<file path="src/rtl/comma_aligner.sv">
// K28.5 comma aligner for a serial 8b/10b stream: hunts for a comma, then slices 10-bit words.
// Optional saturating code-error counter enabled by macro COMMA_ALIGNER_ERR_CNT_EN.
module comma_aligner #(
    parameter int unsigned ERR_LIMIT = 4
) (
    input  logic       i_Clk,
    input  logic       i_Rst,
    input  logic       i_Bit_Valid,
    input  logic       i_Bit,
    output logic [9:0] o_Word,
    output logic       o_Word_Valid,
    output logic       o_Comma,
    output logic       o_Code_Err,
    output logic       o_Locked,
    output logic [7:0] o_Err_Count
);

    typedef enum logic {HUNT, LOCKED} state_t;

    localparam logic [3:0] LP_LIMIT = 4'(ERR_LIMIT);

    state_t     r_state, w_state_next;
    logic [9:0] r_sr;
    logic [3:0] r_bit_cnt, w_bit_cnt_next;
    logic [3:0] r_err_run, w_err_run_next;
    logic [9:0] w_window;
    logic [3:0] w_ones;
    logic       w_is_comma;
    logic       w_invalid;
    logic       w_emit;

    assign w_window   = {i_Bit, r_sr[9:1]};
    assign w_is_comma = (w_window == 10'b0011111010) || (w_window == 10'b1100000101);

    always_comb begin
        w_ones = '0;
        for (int unsigned i = 0; i < 10; i++) begin
            w_ones = w_ones + {3'b000, w_window[i]};
        end
    end

    assign w_invalid = !w_is_comma && ((w_ones < 4'd4) || (w_ones > 4'd6));

    // State register plus the registered datapath and outputs
    always_ff @(posedge i_Clk) begin
        if (i_Rst) begin
            r_state      <= HUNT;
            r_sr         <= '0;
            r_bit_cnt    <= '0;
            r_err_run    <= '0;
            o_Word       <= '0;
            o_Word_Valid <= 1'b0;
            o_Comma      <= 1'b0;
            o_Code_Err   <= 1'b0;
        end else begin
            r_state      <= w_state_next;
            r_bit_cnt    <= w_bit_cnt_next;
            r_err_run    <= w_err_run_next;
            o_Word_Valid <= w_emit;
            o_Comma      <= w_emit && w_is_comma;
            o_Code_Err   <= w_emit && w_invalid;
            if (i_Bit_Valid) begin
                r_sr <= w_window;
            end
            if (w_emit) begin
                o_Word <= w_window;
            end
        end
    end

    always_comb begin
        w_state_next   = r_state;
        w_bit_cnt_next = r_bit_cnt;
        w_err_run_next = r_err_run;
        if (i_Bit_Valid) begin
            case (r_state)
                HUNT: begin
                    if (w_is_comma) begin
                        w_state_next   = LOCKED;
                        w_bit_cnt_next = '0;
                        w_err_run_next = '0;
                    end
                end
                LOCKED: begin
                    if (r_bit_cnt == 4'd9) begin
                        w_bit_cnt_next = '0;
                        if (!w_invalid) begin
                            w_err_run_next = '0;
                        end else if (r_err_run + 4'd1 == LP_LIMIT) begin
                            w_state_next   = HUNT;
                            w_err_run_next = '0;
                        end else begin
                            w_err_run_next = r_err_run + 4'd1;
                        end
                    end else begin
                        w_bit_cnt_next = r_bit_cnt + 4'd1;
                    end
                end
                default: w_state_next = HUNT;
            endcase
        end
    end

    always_comb begin
        w_emit = 1'b0;
        if (i_Bit_Valid) begin
            case (r_state)
                HUNT:    w_emit = w_is_comma;
                LOCKED:  w_emit = (r_bit_cnt == 4'd9);
                default: w_emit = 1'b0;
            endcase
        end
    end

    assign o_Locked = (r_state == LOCKED);

`ifdef COMMA_ALIGNER_ERR_CNT_EN
    logic [7:0] r_err_count;

    always_ff @(posedge i_Clk) begin
        if (i_Rst) begin
            r_err_count <= '0;
        end else if (o_Code_Err && (r_err_count != 8'hFF)) begin
            r_err_count <= r_err_count + 8'd1;
        end
    end

    assign o_Err_Count = r_err_count;
`else
    assign o_Err_Count = '0;
`endif

endmodule

</file>
<file path="config.mk">
export PLATFORM = sky130hd
export DESIGN_NAME = comma_aligner
export DESIGN_NICKNAME = d
export VERILOG_FILES = /design/src/rtl/comma_aligner.sv
export SDC_FILE = /design/constraint.sdc
export NUM_CORES = 1
export LEC_CHECK = 0
export ABC_CLOCK_PERIOD_IN_PS = 9600
export CORE_AREA = 4 4 62 78
export CTS_CLUSTER_SIZE = 25
export DETAILED_ROUTE_END_ITERATION = 6
export DIE_AREA = 0 0 66 82
export DONT_BUFFER_PORTS = 1
export PLACE_DENSITY = 0.63
export SLEW_MARGIN = 15
export SYNTH_ARGS = -nofsm -noshare
export SYNTH_HDL_FRONTEND = slang
export SYNTH_SLANG_ARGS = --single-unit
</file>
<file path="constraint.sdc">
create_clock -name i_Clk -period 9.6 [get_ports i_Clk]
set_input_delay 1.92 -clock i_Clk [delete_from_list [all_inputs] [get_ports i_Clk]]
set_output_delay 1.92 -clock i_Clk [all_outputs]
set_load 0.1 [all_outputs]
</file>
## After elaboration in Yosys (flattened, before gate mapping)

Cells that the tools add are included.

| cells by class | value |
|---|---|
| bitwise logic cells | 1 |
| reduce and logical (&&, ||, !) cells | 8 |
| magnitude comparators | 2 |
| equal/unequal tests | 6 |
| add/sub/neg operators | 11 |
| muxes and demuxes | 14 |

Operators with widths:

| cell | number |
|---|---|
| 4-bit by 1-bit adder with 4-bit output | 6 |
| 4-bit two-way mux | 5 |
| 4-bit case mux with 2 select lines | 2 |
| 10-bit equality test, second input constant | 1 |
| 10-bit by 8-bit equality test with 1-bit output, second input constant | 1 |
| 4-bit by 1-bit adder with 4-bit output, second input constant | 2 |
| 1-bit two-way mux | 5 |
| 3-bit by 1-bit adder with 4-bit output | 1 |
| 4-bit by 3-bit equality test with 1-bit output, second input constant | 1 |
| 4-bit equality test, second input constant | 1 |
| 4-bit by 3-bit greater-than comparator with 1-bit output, second input constant | 1 |
| 4-bit by 3-bit < comparator with 1-bit output, second input constant | 1 |
| 1-bit case mux with 2 select lines | 2 |
| 2-bit by 1-bit adder with 3-bit output | 1 |
| 1-bit logical AND | 3 |
| 3-bit AND reduction | 1 |
| 1-bit by 1-bit adder with 2-bit output | 1 |
| 1-bit logical OR | 2 |
| 2-bit by 1-bit != test with 1-bit output, second input constant | 1 |
| 2-bit != test, second input constant | 1 |
| 2-bit AND reduction | 1 |
| 1-bit zero test | 1 |
| 1-bit NOT | 1 |

| storage, ports and cells | value |
|---|---|
| bits of input ports | 4 |
| output and inout port bits | 22 |
| flip-flop bits (word level) | 32 |

## Longest topological paths before layout

Gate-level depths: netlist of the first run.

| depth | value |
|---|---|
| depth after elaboration | 15 |
| gate-level depth with buffers | 13 |
| depth with buffers taken out | 13 |

## Worst setup path after synthesis of the first run

No wires, ideal clock.

| timing | value |
|---|---|
| kind | in2reg |
| start | input i_Bit |
| end | register r_err_run[2] |
| path buffers | 0 |
| arrival time | 5.077 ns |
| slack | 4.401 ns |
| stages | 12 |
| cells stage by stage | inv_1 -> fa_1 -> fa_1 -> fa_1 -> inv_1 -> ha_1 -> fa_1 -> a211oi_1 -> a32oi_1 -> and2_1 -> and3_1 -> a221o_1 |

| between the ends | value |
|---|---|
| cells in the longest elaborated chain, start to end | 7 |
| elaborated cells on any way between the ends | 14 |

Ends and longest elaborated chain:

| what | line | source |
|---|---|---|
| start, declared | 9 | `input logic i_Bit,` |
| 4-bit by 1-bit adder with 4-bit output, or another cell as far along | 38 | `w_ones = w_ones + {3'b000, w_window[i]};` |
| 4-bit by 3-bit < comparator with 1-bit output, or another cell as far along | 42 | `assign w_invalid = !w_is_comma && ((w_ones < 4'd4) \|\| (w_ones > 4'd6));` |
| 1-bit logical OR or 1-bit zero test (tied branches) | 42 |  |
| 1-bit logical AND | 42 |  |
| 4-bit two-way mux | 87 | `if (!w_invalid) begin` |
| 4-bit two-way mux | 85 | `if (r_bit_cnt == 4'd9) begin` |
| 4-bit case mux with 2 select lines | 76 | `case (r_state)` |
| end signal, assigned | 58 | `r_err_run <= w_err_run_next;` |
| end, declared | 25 | `logic [3:0] r_err_run, w_err_run_next;` |

Several ways; a longest one is shown, not always the timed one. The select of a mux whose other input is x is not followed.
A chain may end at the register's enable or synchronous reset.

## Worst setup path after layout of the first run

Same ends and word-level chain as after synthesis.

==> results of run 1 <==
[cell type report]
cell class | instances | area (sq um) | share of cell area [%]
tap | 56 | 70.1 | 4.17
clock buffer | 5 | 68.8 | 4.10
inverter | 13 | 48.8 | 2.91
timing repair buffer | 1 | 7.51 | 0.447
sequential | 31 | 621 | 37.0
multi-input combinational | 100 | 843 | 50.2
clock inverter | 3 | 20.0 | 1.19
[cell usage in the layout, fill, tap and decap left out, types with 2 or more instances in the layout]
master                       instances
sky130_fd_sc_hd__and3_1              2
sky130_fd_sc_hd__fa_1                6
sky130_fd_sc_hd__a311oi_1            2
sky130_fd_sc_hd__clkbuf_8            5
sky130_fd_sc_hd__ha_1                6
sky130_fd_sc_hd__and2_1              3
sky130_fd_sc_hd__nor2_1              9
sky130_fd_sc_hd__a21boi_0            2
sky130_fd_sc_hd__nand2b_1            2
sky130_fd_sc_hd__a31oi_1             2
sky130_fd_sc_hd__inv_1              13
sky130_fd_sc_hd__o21ai_0             4
sky130_fd_sc_hd__a22o_1             11
sky130_fd_sc_hd__nand2_1             7
sky130_fd_sc_hd__conb_1              8
sky130_fd_sc_hd__xor2_1              2
sky130_fd_sc_hd__nor2b_1             3
sky130_fd_sc_hd__clkinvlp_4          2
sky130_fd_sc_hd__and4_1              2
sky130_fd_sc_hd__nand3_1             2
sky130_fd_sc_hd__dfxtp_1            31
sky130_fd_sc_hd__mux2i_1             9
[cells in the mapped netlist (all sizes together), types with 2 or more instances]
library cell  number  area, sq um
a21boi             2         15.0
a22o              11         96.3
a311oi             2         17.5
a31oi              2         12.5
and2               3         18.8
and3               2         12.5
and4               2         17.5
buf               11         80.1
dfxtp             31          621
fa                 6          120
ha                 6         75.1
inv               13         48.8
mux2i              9         90.1
nand2              7         26.3
nand2b             2         12.5
nand3              2         10.0
nor2               9         33.8
nor2b              3         18.8
o21ai              4         20.0
xor2               2         17.5
[cells by family after synthesis]
| family | after synthesis | share of synthesized area [%] |
|---|---|---|
| XOR/XNOR | 2 | 1.12 |
| AND/OR/NAND/NOR | 39 | 16.5 |
| adder cells (fa/ha/maj) | 12 | 12.4 |
| AO/OA/AOI/OAI | 30 | 16.0 |
| multiplexers | 9 | 5.74 |
| flip-flops | 31 | 39.5 |
| other | 1 | 0.239 |
| buffers and inverters | 25 | 8.45 |
[where the power goes]
| group | switching, W | internal [W] |
|---|---|---|
| combinational | 0.0000187 | 0.00000427 |
| sequential | 0.000000861 | 0.000129 |
| clock | 0.0000495 | 0.0000503 |
| total | 0.0000691 | 0.000184 |
[per-stage QoR]
| stage | util (%) | cells | total power [W] | hold WS [ns] | area, sq um |
|---|---|---|---|---|---|
| 2_1_floorplan | - | 156 | 0.000158 | 0.442 | 1600 |
| 3_3_place_gp | 39.1 | 201 | 0.000155 | 0.457 | 1590 |
| 3_5_place_dp | 39.1 | 201 | 0.000156 | 0.468 | 1590 |
| 4_1_cts | 41.3 | 209 | 0.000256 | 0.483 | 1680 |
| 5_1_grt | 41.3 | 209 | 0.000264 | 0.512 | 1680 |
| 6_report | 41.3 | 209 | 0.000253 | 0.480 | 1680 |
[flip-flops by register name, indices dropped and copies added, names as in the netlist]
signal,cells
o_Comma,1
r_sr,9
o_Word,10
o_Locked,1
o_Word_Valid,1
r_bit_cnt,4
r_err_run,4
o_Code_Err,1
[routing by layer]
metal / up-vias / share of wire [%] / track usage, %
met5: - / 0 / 0
met4: 0 / 2.5 / 6.50
met3: 8 / 4.6 / 4.24
met2: 22 / 52 / 22.6
met1: 499 / 40 / 11.1
li1: 515 / - / -
[worst max-delay path: stages]
cell	delay [ns]
sky130_fd_sc_hd__inv_1	0.07
sky130_fd_sc_hd__fa_1	0.57
sky130_fd_sc_hd__fa_1	0.44
sky130_fd_sc_hd__fa_1	0.49
sky130_fd_sc_hd__inv_1	0.04
sky130_fd_sc_hd__ha_1	0.20
sky130_fd_sc_hd__fa_1	0.46
sky130_fd_sc_hd__a211oi_1	0.22
sky130_fd_sc_hd__a32oi_1	0.14
sky130_fd_sc_hd__and2_1	0.20
sky130_fd_sc_hd__and3_1	0.14
sky130_fd_sc_hd__a221o_1	0.31
[how the worst max path moves through the flow]
| stage | from | end | slack [ns] | cells past startpoint |
|---|---|---|---|---|
| 3_5_place_dp | i_Bit | r_err_run[2]$_SDFFE_PP0P_ | 4.26 | 12 |
| 2_1_floorplan | i_Bit | r_err_run[2]$_SDFFE_PP0P_ | 4.40 | 12 |
| 4_1_cts | i_Bit | r_err_run[2]$_SDFFE_PP0P_ | 4.57 | 12 |
| 5_1_grt | i_Bit | r_err_run[2]$_SDFFE_PP0P_ | 4.35 | 12 |
| 6_report | i_Bit | r_err_run[2]$_SDFFE_PP0P_ | 4.57 | 12 |
| 3_3_place_gp | i_Bit | r_err_run[2]$_SDFFE_PP0P_ | 4.36 | 12 |
==> metrics.txt, run 1 <==
# TYPE chip_impl_metric gauge
chip_impl_metric{name="ff2ff_setup_slack",unit="ns"} 5.81
chip_impl_metric{name="via_per_inst",unit=""} 5.00
chip_impl_metric{name="io_buf_count",unit=""} 0
chip_impl_metric{name="tightestPinTransition",unit="ns"} 1.10
chip_impl_metric{name="timing.max_slew.rel_slack",unit="%"} 27.0
chip_impl_metric{name="dp.final_hpwl",unit="um"} 2260
chip_impl_metric{name="number_of_synthesis_warnings",unit=""} 0
chip_impl_metric{name="worst-endpoint-arrival",unit="ns"} 5.19
chip_impl_metric{name="worst_clock_skew",unit="ns"} 0.00520
chip_impl_info{name="grt_setup_unrepaired",value="false"} 1
chip_impl_metric{name="timing.reg2reg.worst_path_depth",unit=""} 12
chip_impl_metric{name="first_pass_grt_wire_length",unit="um"} 4800
chip_impl_metric{name="cts-resized-gates",unit=""} 0
chip_impl_metric{name="cp_max_fo",unit=""} 4
chip_impl_metric{name="ioPinCount",unit=""} 26
chip_impl_metric{name="post_drt_wl_per_cell",unit="um"} 14.1
chip_impl_metric{name="nNetsFinal",unit=""} 168
chip_impl_metric{name="setup_viol",unit=""} 0
chip_impl_metric{name="fin_crit_sh",unit="%"} 52.4
chip_impl_info{name="path_class",value="input pin to flop"} 1
chip_impl_info{name="setup.worst_path.end_class",value="flop"} 1
chip_impl_metric{name="final_antenna_net_count",unit=""} 0
chip_impl_metric{name="cts.clk_slew.worst_paths",unit="ns"} 0.07
chip_impl_metric{name="postCtsHoldBufs",unit=""} 0
chip_impl_metric{name="totalNegativeSetupSlack",unit="ns"} 0
chip_impl_metric{name="gr-usage-all-layers",unit="%"} 12.0
chip_impl_metric{name="synth.yosys.seq_area_share",unit="%"} 39.5
chip_impl_metric{name="clock_insertion_delay_worst_skew",unit="ns"} 0.28
chip_impl_metric{name="netlist_area",unit="sq um"} 1570
chip_impl_info{name="hold_path_class",value="flop to flop"} 1
chip_impl_info{name="worstHoldEndpoint",value="r_err_run[3]$_SDFFE_PP0P_"} 1
chip_impl_metric{name="dieWidth",unit="um"} 66
chip_impl_metric{name="post-route-drc-count",unit=""} 0
chip_impl_info{name="timing.rr.end",value="r_err_run[2]$_SDFFE_PP0P_"} 1
chip_impl_metric{name="routed_wirelength",unit="um"} 2940
chip_impl_metric{name="flow.area_growth_from_synthesis",unit="%"} 6.93
chip_impl_metric{name="drc_marker_count_from_the_first_detailed_route_iteration",unit=""} 26
chip_impl_metric{name="max-cap-violations",unit=""} 0
chip_impl_metric{name="cts-htree-levels",unit=""} 2
chip_impl_metric{name="floorplan.rows",unit=""} 26
chip_impl_metric{name="clock_path_buffers",unit=""} 2
chip_impl_metric{name="die_area",unit="sq um"} 5410
chip_impl_metric{name="power_leakage",unit="nW"} 0.710
chip_impl_metric{name="synthesis_stage_register_bit_count",unit=""} 31
chip_impl_metric{name="vias_in_the_first_global_route",unit=""} 1034
chip_impl_metric{name="power.ir.vdd_worst",unit="uV"} 58.7
chip_impl_metric{name="initial_core_utilization",unit="%"} 38.6
chip_impl_metric{name="clock_buffer_count_from_cts",unit=""} 5
chip_impl_metric{name="final_setup_slack_of_the_worst_path",unit="ns"} 4.57
chip_impl_metric{name="insertedDiodeCount",unit=""} 0
chip_impl_metric{name="async_flop_share",unit="%"} 0
chip_impl_info{name="tritoncts",value="done"} 1
chip_impl_metric{name="critPathRequiredTime",unit="ns"} 9.77
chip_impl_metric{name="syn_area_per_cell",unit="sq um"} 10.5
chip_impl_metric{name="synth_enable_flop_cells",unit=""} 0
chip_impl_metric{name="detailedRoute.firstPassIterationCount",unit=""} 4
chip_impl_metric{name="finalCriticalPeriod",unit="ns"} 5.03
chip_impl_metric{name="grt_overflow",unit=""} 0
chip_impl_info{name="outcome",value="completed"} 1
chip_impl_info{name="regToRegStartpoint",value="r_sr[3]$_SDFFE_PP0P_"} 1
chip_impl_metric{name="cellPowerDensity",unit="nW/um^2"} 151
chip_impl_metric{name="grt_antenna_before_repair",unit=""} 0
chip_impl_metric{name="cts_setup_buffers",unit=""} 0
chip_impl_metric{name="synthCells",unit=""} 149
chip_impl_info{name="dominantRegCellSynth",value="sky130_fd_sc_hd__dfxtp_1"} 1
chip_impl_metric{name="worst_hold_path.num_cells",unit=""} 2
chip_impl_info{name="startpoint_of_the_tightest_hold_check_path",value="r_err_run[3]$_SDFFE_PP0P_"} 1
chip_impl_info{name="ctsRootBufferMaster",value="sky130_fd_sc_hd__clkbuf_8"} 1
chip_impl_metric{name="final_layout_size_suffix_gt1_share",unit="%"} 10.5
chip_impl_metric{name="gp_routability_congestion",unit=""} 0.726
chip_impl_metric{name="core-area",unit="sq um"} 4070
chip_impl_info{name="critical_path.startpoint_type",value="input pin"} 1
chip_impl_metric{name="die_y",unit="um"} 82
chip_impl_metric{name="pin_count_of_the_biggest_net_entering_global_routing",unit=""} 17
chip_impl_metric{name="synth_cell_types",unit=""} 43
chip_impl_metric{name="max_freq",unit="MHz"} 199
chip_impl_metric{name="clock-sinks",unit=""} 31
chip_impl_metric{name="preCtsSetupSlack",unit="ns"} 4.26
chip_impl_metric{name="finalMaxSlewViolations",unit=""} 0
chip_impl_metric{name="fillCellCount",unit=""} 411
chip_impl_metric{name="finalHoldViolCount",unit=""} 0
chip_impl_metric{name="via_count",unit=""} 1044
No activity file was read; power rests on OpenSTA's default activity.
==> inputs of run 2 (changes only) <==
--- a/config.mk
+++ b/config.mk
@@ -5,13 +5,13 @@
 export SDC_FILE = /design/constraint.sdc
 export NUM_CORES = 1
 export LEC_CHECK = 0
-export ABC_CLOCK_PERIOD_IN_PS = 9600
+export ABC_CLOCK_PERIOD_IN_PS = 4600
 export CORE_AREA = 4 4 62 78
 export CTS_CLUSTER_SIZE = 25
 export DETAILED_ROUTE_END_ITERATION = 6
 export DIE_AREA = 0 0 66 82
 export DONT_BUFFER_PORTS = 1
-export PLACE_DENSITY = 0.63
+export PLACE_DENSITY = 0.65
 export SLEW_MARGIN = 15
 export SYNTH_ARGS = -nofsm -noshare
 export SYNTH_HDL_FRONTEND = slang
==> constraint.sdc (replaced) <==
create_clock -name i_Clk -period 4.6 [get_ports i_Clk]
set_input_delay 0.92 -clock i_Clk [delete_from_list [all_inputs] [get_ports i_Clk]]
set_output_delay 0.92 -clock i_Clk [all_outputs]
set_load 0.1 [all_outputs]
==> run 2 against run 1 <==
Compared with the run above: global-route usage grew 0.65 points; combinational power grew 110%; final area is essentially flat; critical endpoint unchanged; largest power group unchanged.
==> metrics.txt, run 2 (same netlist as run 1, synthesis figures left out) <==
# TYPE chip_impl_metric gauge
chip_impl_metric{name="cts-htree-levels",unit=""} 2
chip_impl_metric{name="detailedRoute.firstPassIterationCount",unit=""} 4
chip_impl_info{name="outcome",value="completed"} 1
chip_impl_metric{name="via_count",unit=""} 1071
chip_impl_metric{name="pin_count_of_the_biggest_net_entering_global_routing",unit=""} 17
chip_impl_metric{name="setup_viol",unit=""} 0
chip_impl_metric{name="final_core_util",unit="%"} 41.3
chip_impl_metric{name="post-route-cell-area",unit="sq um"} 1680
chip_impl_info{name="path_class",value="input pin to flop"} 1
chip_impl_metric{name="power_leakage",unit="nW"} 0.717
chip_impl_metric{name="max_freq",unit="MHz"} 246
chip_impl_info{name="critical_path.most_common_cell",value="sky130_fd_sc_hd__fa_1"} 1
chip_impl_metric{name="tightestPinTransition",unit="ns"} 1.06
chip_impl_metric{name="initial_core_utilization",unit="%"} 38.6
chip_impl_metric{name="slowest_delay",unit="ns"} 0.57
chip_impl_info{name="layout_top_registers",value="o_Word x10, r_sr x9"} 1
chip_impl_metric{name="final_layout_size_suffix_gt1_share",unit="%"} 9.87
chip_impl_info{name="critical_path.startpoint_type",value="input pin"} 1
chip_impl_metric{name="power.combinational.fraction",unit="%"} 9.0
chip_impl_metric{name="cellPowerDensity",unit="nW/um^2"} 317
chip_impl_metric{name="clock-sinks",unit=""} 31
chip_impl_metric{name="gr-usage-all-layers",unit="%"} 12.6
chip_impl_metric{name="fillCellCount",unit=""} 416
chip_impl_info{name="ctsRootBufferMaster",value="sky130_fd_sc_hd__clkbuf_8"} 1
chip_impl_metric{name="largest_reg_flops",unit=""} 10
chip_impl_metric{name="final_antenna_net_count",unit=""} 0
chip_impl_info{name="grt_setup_unrepaired",value="false"} 1
chip_impl_info{name="cp_slowest_cell",value="sky130_fd_sc_hd__fa_1"} 1
chip_impl_metric{name="p_int",unit="W"} 0.000396
chip_impl_info{name="layout_commonest_cell",value="sky130_fd_sc_hd__dfxtp_1"} 1
chip_impl_info{name="tritoncts",value="done"} 1
chip_impl_metric{name="flow.area_growth_from_synthesis",unit="%"} 6.85
chip_impl_metric{name="clock_power_share",unit="%"} 40.0
chip_impl_metric{name="total_power",unit="W"} 0.000532
chip_impl_metric{name="cts.clk_slew.worst_paths",unit="ns"} 0.07
chip_impl_info{name="setup.worst_path.end_class",value="flop"} 1
chip_impl_info{name="hold_path_class",value="flop to flop"} 1
chip_impl_info{name="crit_chain",value="inv_1, fa_1, fa_1, fa_1, inv_1, ha_1, fa_1, a211oi_1, a32oi_1, and2_1, and3_1, a221o_1"} 1
chip_impl_metric{name="net-switching-power",unit="W"} 0.000136
chip_impl_metric{name="drc_marker_count_from_the_first_detailed_route_iteration",unit=""} 45
chip_impl_metric{name="ioPinCount",unit=""} 26
chip_impl_metric{name="dieWidth",unit="um"} 66
chip_impl_metric{name="fin_crit_sh",unit="%"} 88.3
chip_impl_metric{name="clock_insertion_delay_worst_skew",unit="ns"} 0.28
chip_impl_info{name="largest_register_by_flop_count",value="o_Word"} 1
chip_impl_metric{name="nNetsFinal",unit=""} 168
chip_impl_metric{name="cts-resized-gates",unit=""} 0
chip_impl_metric{name="postCtsHoldBufs",unit=""} 0
chip_impl_metric{name="die_area",unit="sq um"} 5410
chip_impl_metric{name="power.sequential.fraction",unit="%"} 51.0
chip_impl_metric{name="core-area",unit="sq um"} 4070
chip_impl_metric{name="clock_buffer_count_from_cts",unit=""} 5
chip_impl_metric{name="clock_path_buffers",unit=""} 2
chip_impl_metric{name="power_switching_share",unit="%"} 25.6
chip_impl_metric{name="die_y",unit="um"} 82
chip_impl_metric{name="power.ir.vdd_worst",unit="uV"} 102
chip_impl_metric{name="vias_in_the_first_global_route",unit=""} 1101
chip_impl_metric{name="dp.final_hpwl",unit="um"} 2230
chip_impl_metric{name="grt_antenna_before_repair",unit=""} 0
chip_impl_metric{name="grt_overflow",unit=""} 0
chip_impl_metric{name="worst_clock_skew",unit="ns"} 0.00724
chip_impl_metric{name="via_per_inst",unit=""} 5.15
chip_impl_metric{name="timing.max_slew.rel_slack",unit="%"} 29.3
chip_impl_metric{name="worst-endpoint-arrival",unit="ns"} 4.22
chip_impl_metric{name="post-route-drc-count",unit=""} 0
chip_impl_metric{name="gp_routability_congestion",unit=""} 0.776
chip_impl_metric{name="max-cap-violations",unit=""} 0
chip_impl_metric{name="placed_cell_area",unit="sq um"} 1590
chip_impl_metric{name="first_pass_grt_wire_length",unit="um"} 5140
chip_impl_metric{name="cp_max_fo",unit=""} 4
chip_impl_metric{name="routed_wirelength",unit="um"} 2920
chip_impl_metric{name="finalHoldViolCount",unit=""} 0
chip_impl_metric{name="post_drt_wl_per_cell",unit="um"} 14.0
chip_impl_info{name="most_frequent_cells_in_the_layout",value="31 x sky130_fd_sc_hd__dfxtp_1, 13 x sky130_fd_sc_hd__inv_1, 11 x sky130_fd_sc_hd__a22o_1"} 1
chip_impl_metric{name="io_buf_count",unit=""} 0
chip_impl_metric{name="finalMaxSlewViolations",unit=""} 0
chip_impl_metric{name="insertedDiodeCount",unit=""} 0
chip_impl_metric{name="critPathRequiredTime",unit="ns"} 4.76
chip_impl_metric{name="floorplan.rows",unit=""} 26
chip_impl_metric{name="cts_setup_buffers",unit=""} 0
chip_impl_metric{name="finalCriticalPeriod",unit="ns"} 4.06
chip_impl_metric{name="totalNegativeSetupSlack",unit="ns"} 0
chip_impl_metric{name="fin_worst_hold_slack",unit="ns"} 0.486
==> run 2: metrics by stage <==
stage | instances | setup slack (ns)
5_1_grt | 208 | 0.329
3_5_place_dp | 201 | 0.239
4_1_cts | 208 | 0.545
6_report | 208 | 0.539
2_1_floorplan | 156 | 0.401
3_3_place_gp | 201 | 0.357
==> run 2: worst paths after layout <==
check	startpoint	end	slack, ns	cells past startpoint
min reg2reg	r_bit_cnt[3]$_SDFFE_PP0P_	r_bit_cnt[3]$_SDFFE_PP0P_	0.49	1
max	i_Bit	r_err_run[2]$_SDFFE_PP0P_	0.54	12
max reg2reg	r_sr[1]$_SDFFE_PP0P_	r_err_run[2]$_SDFFE_PP0P_	0.82	12
min	r_bit_cnt[3]$_SDFFE_PP0P_	r_bit_cnt[3]$_SDFFE_PP0P_	0.49	1
==> run 2: power by group through the flow <==
stage	clock network (W)	logic [W]	registers, W
3_3_place_gp	0	0.0000466	0.000277
4_1_cts	0.000221	0.0000480	0.000271
5_1_grt	0.000230	0.0000516	0.000271
2_1_floorplan	0	0.0000532	0.000277
3_5_place_dp	0	0.0000478	0.000277
6_report	0.000213	0.0000480	0.000271
==> run 2: area by class of cell <==
type | count | area [sq um] | area share [%]
multi-input combinational | 100 | 843 | 50.3
sequential | 31 | 621 | 37.0
tap | 56 | 70.1 | 4.18
clock buffer | 6 | 82.6 | 4.92
clock inverter | 1 | 5.00 | 0.298
timing repair buffer | 1 | 7.51 | 0.447
inverter | 13 | 48.8 | 2.91
==> run 2: layer usage <==
layer	share of wire (%)	global-route usage, %	vias to the layer above	wire, um
met2	55	23.3	16	1600
met4	2.9	7.32	0	85
met5	0	0	-	0
li1	-	-	515	-
met3	3.7	3.56	6	109
met1	39	12.5	534	1130
==> run 2: worst max-delay path: cells and delay by family <==
family | cells | cell delay, ns
adder cells (fa/ha/maj) | 5 | 2.14
AO/OA/AOI/OAI | 3 | 0.71
AND/OR/NAND/NOR | 2 | 0.35
buffers and inverters | 2 | 0.11
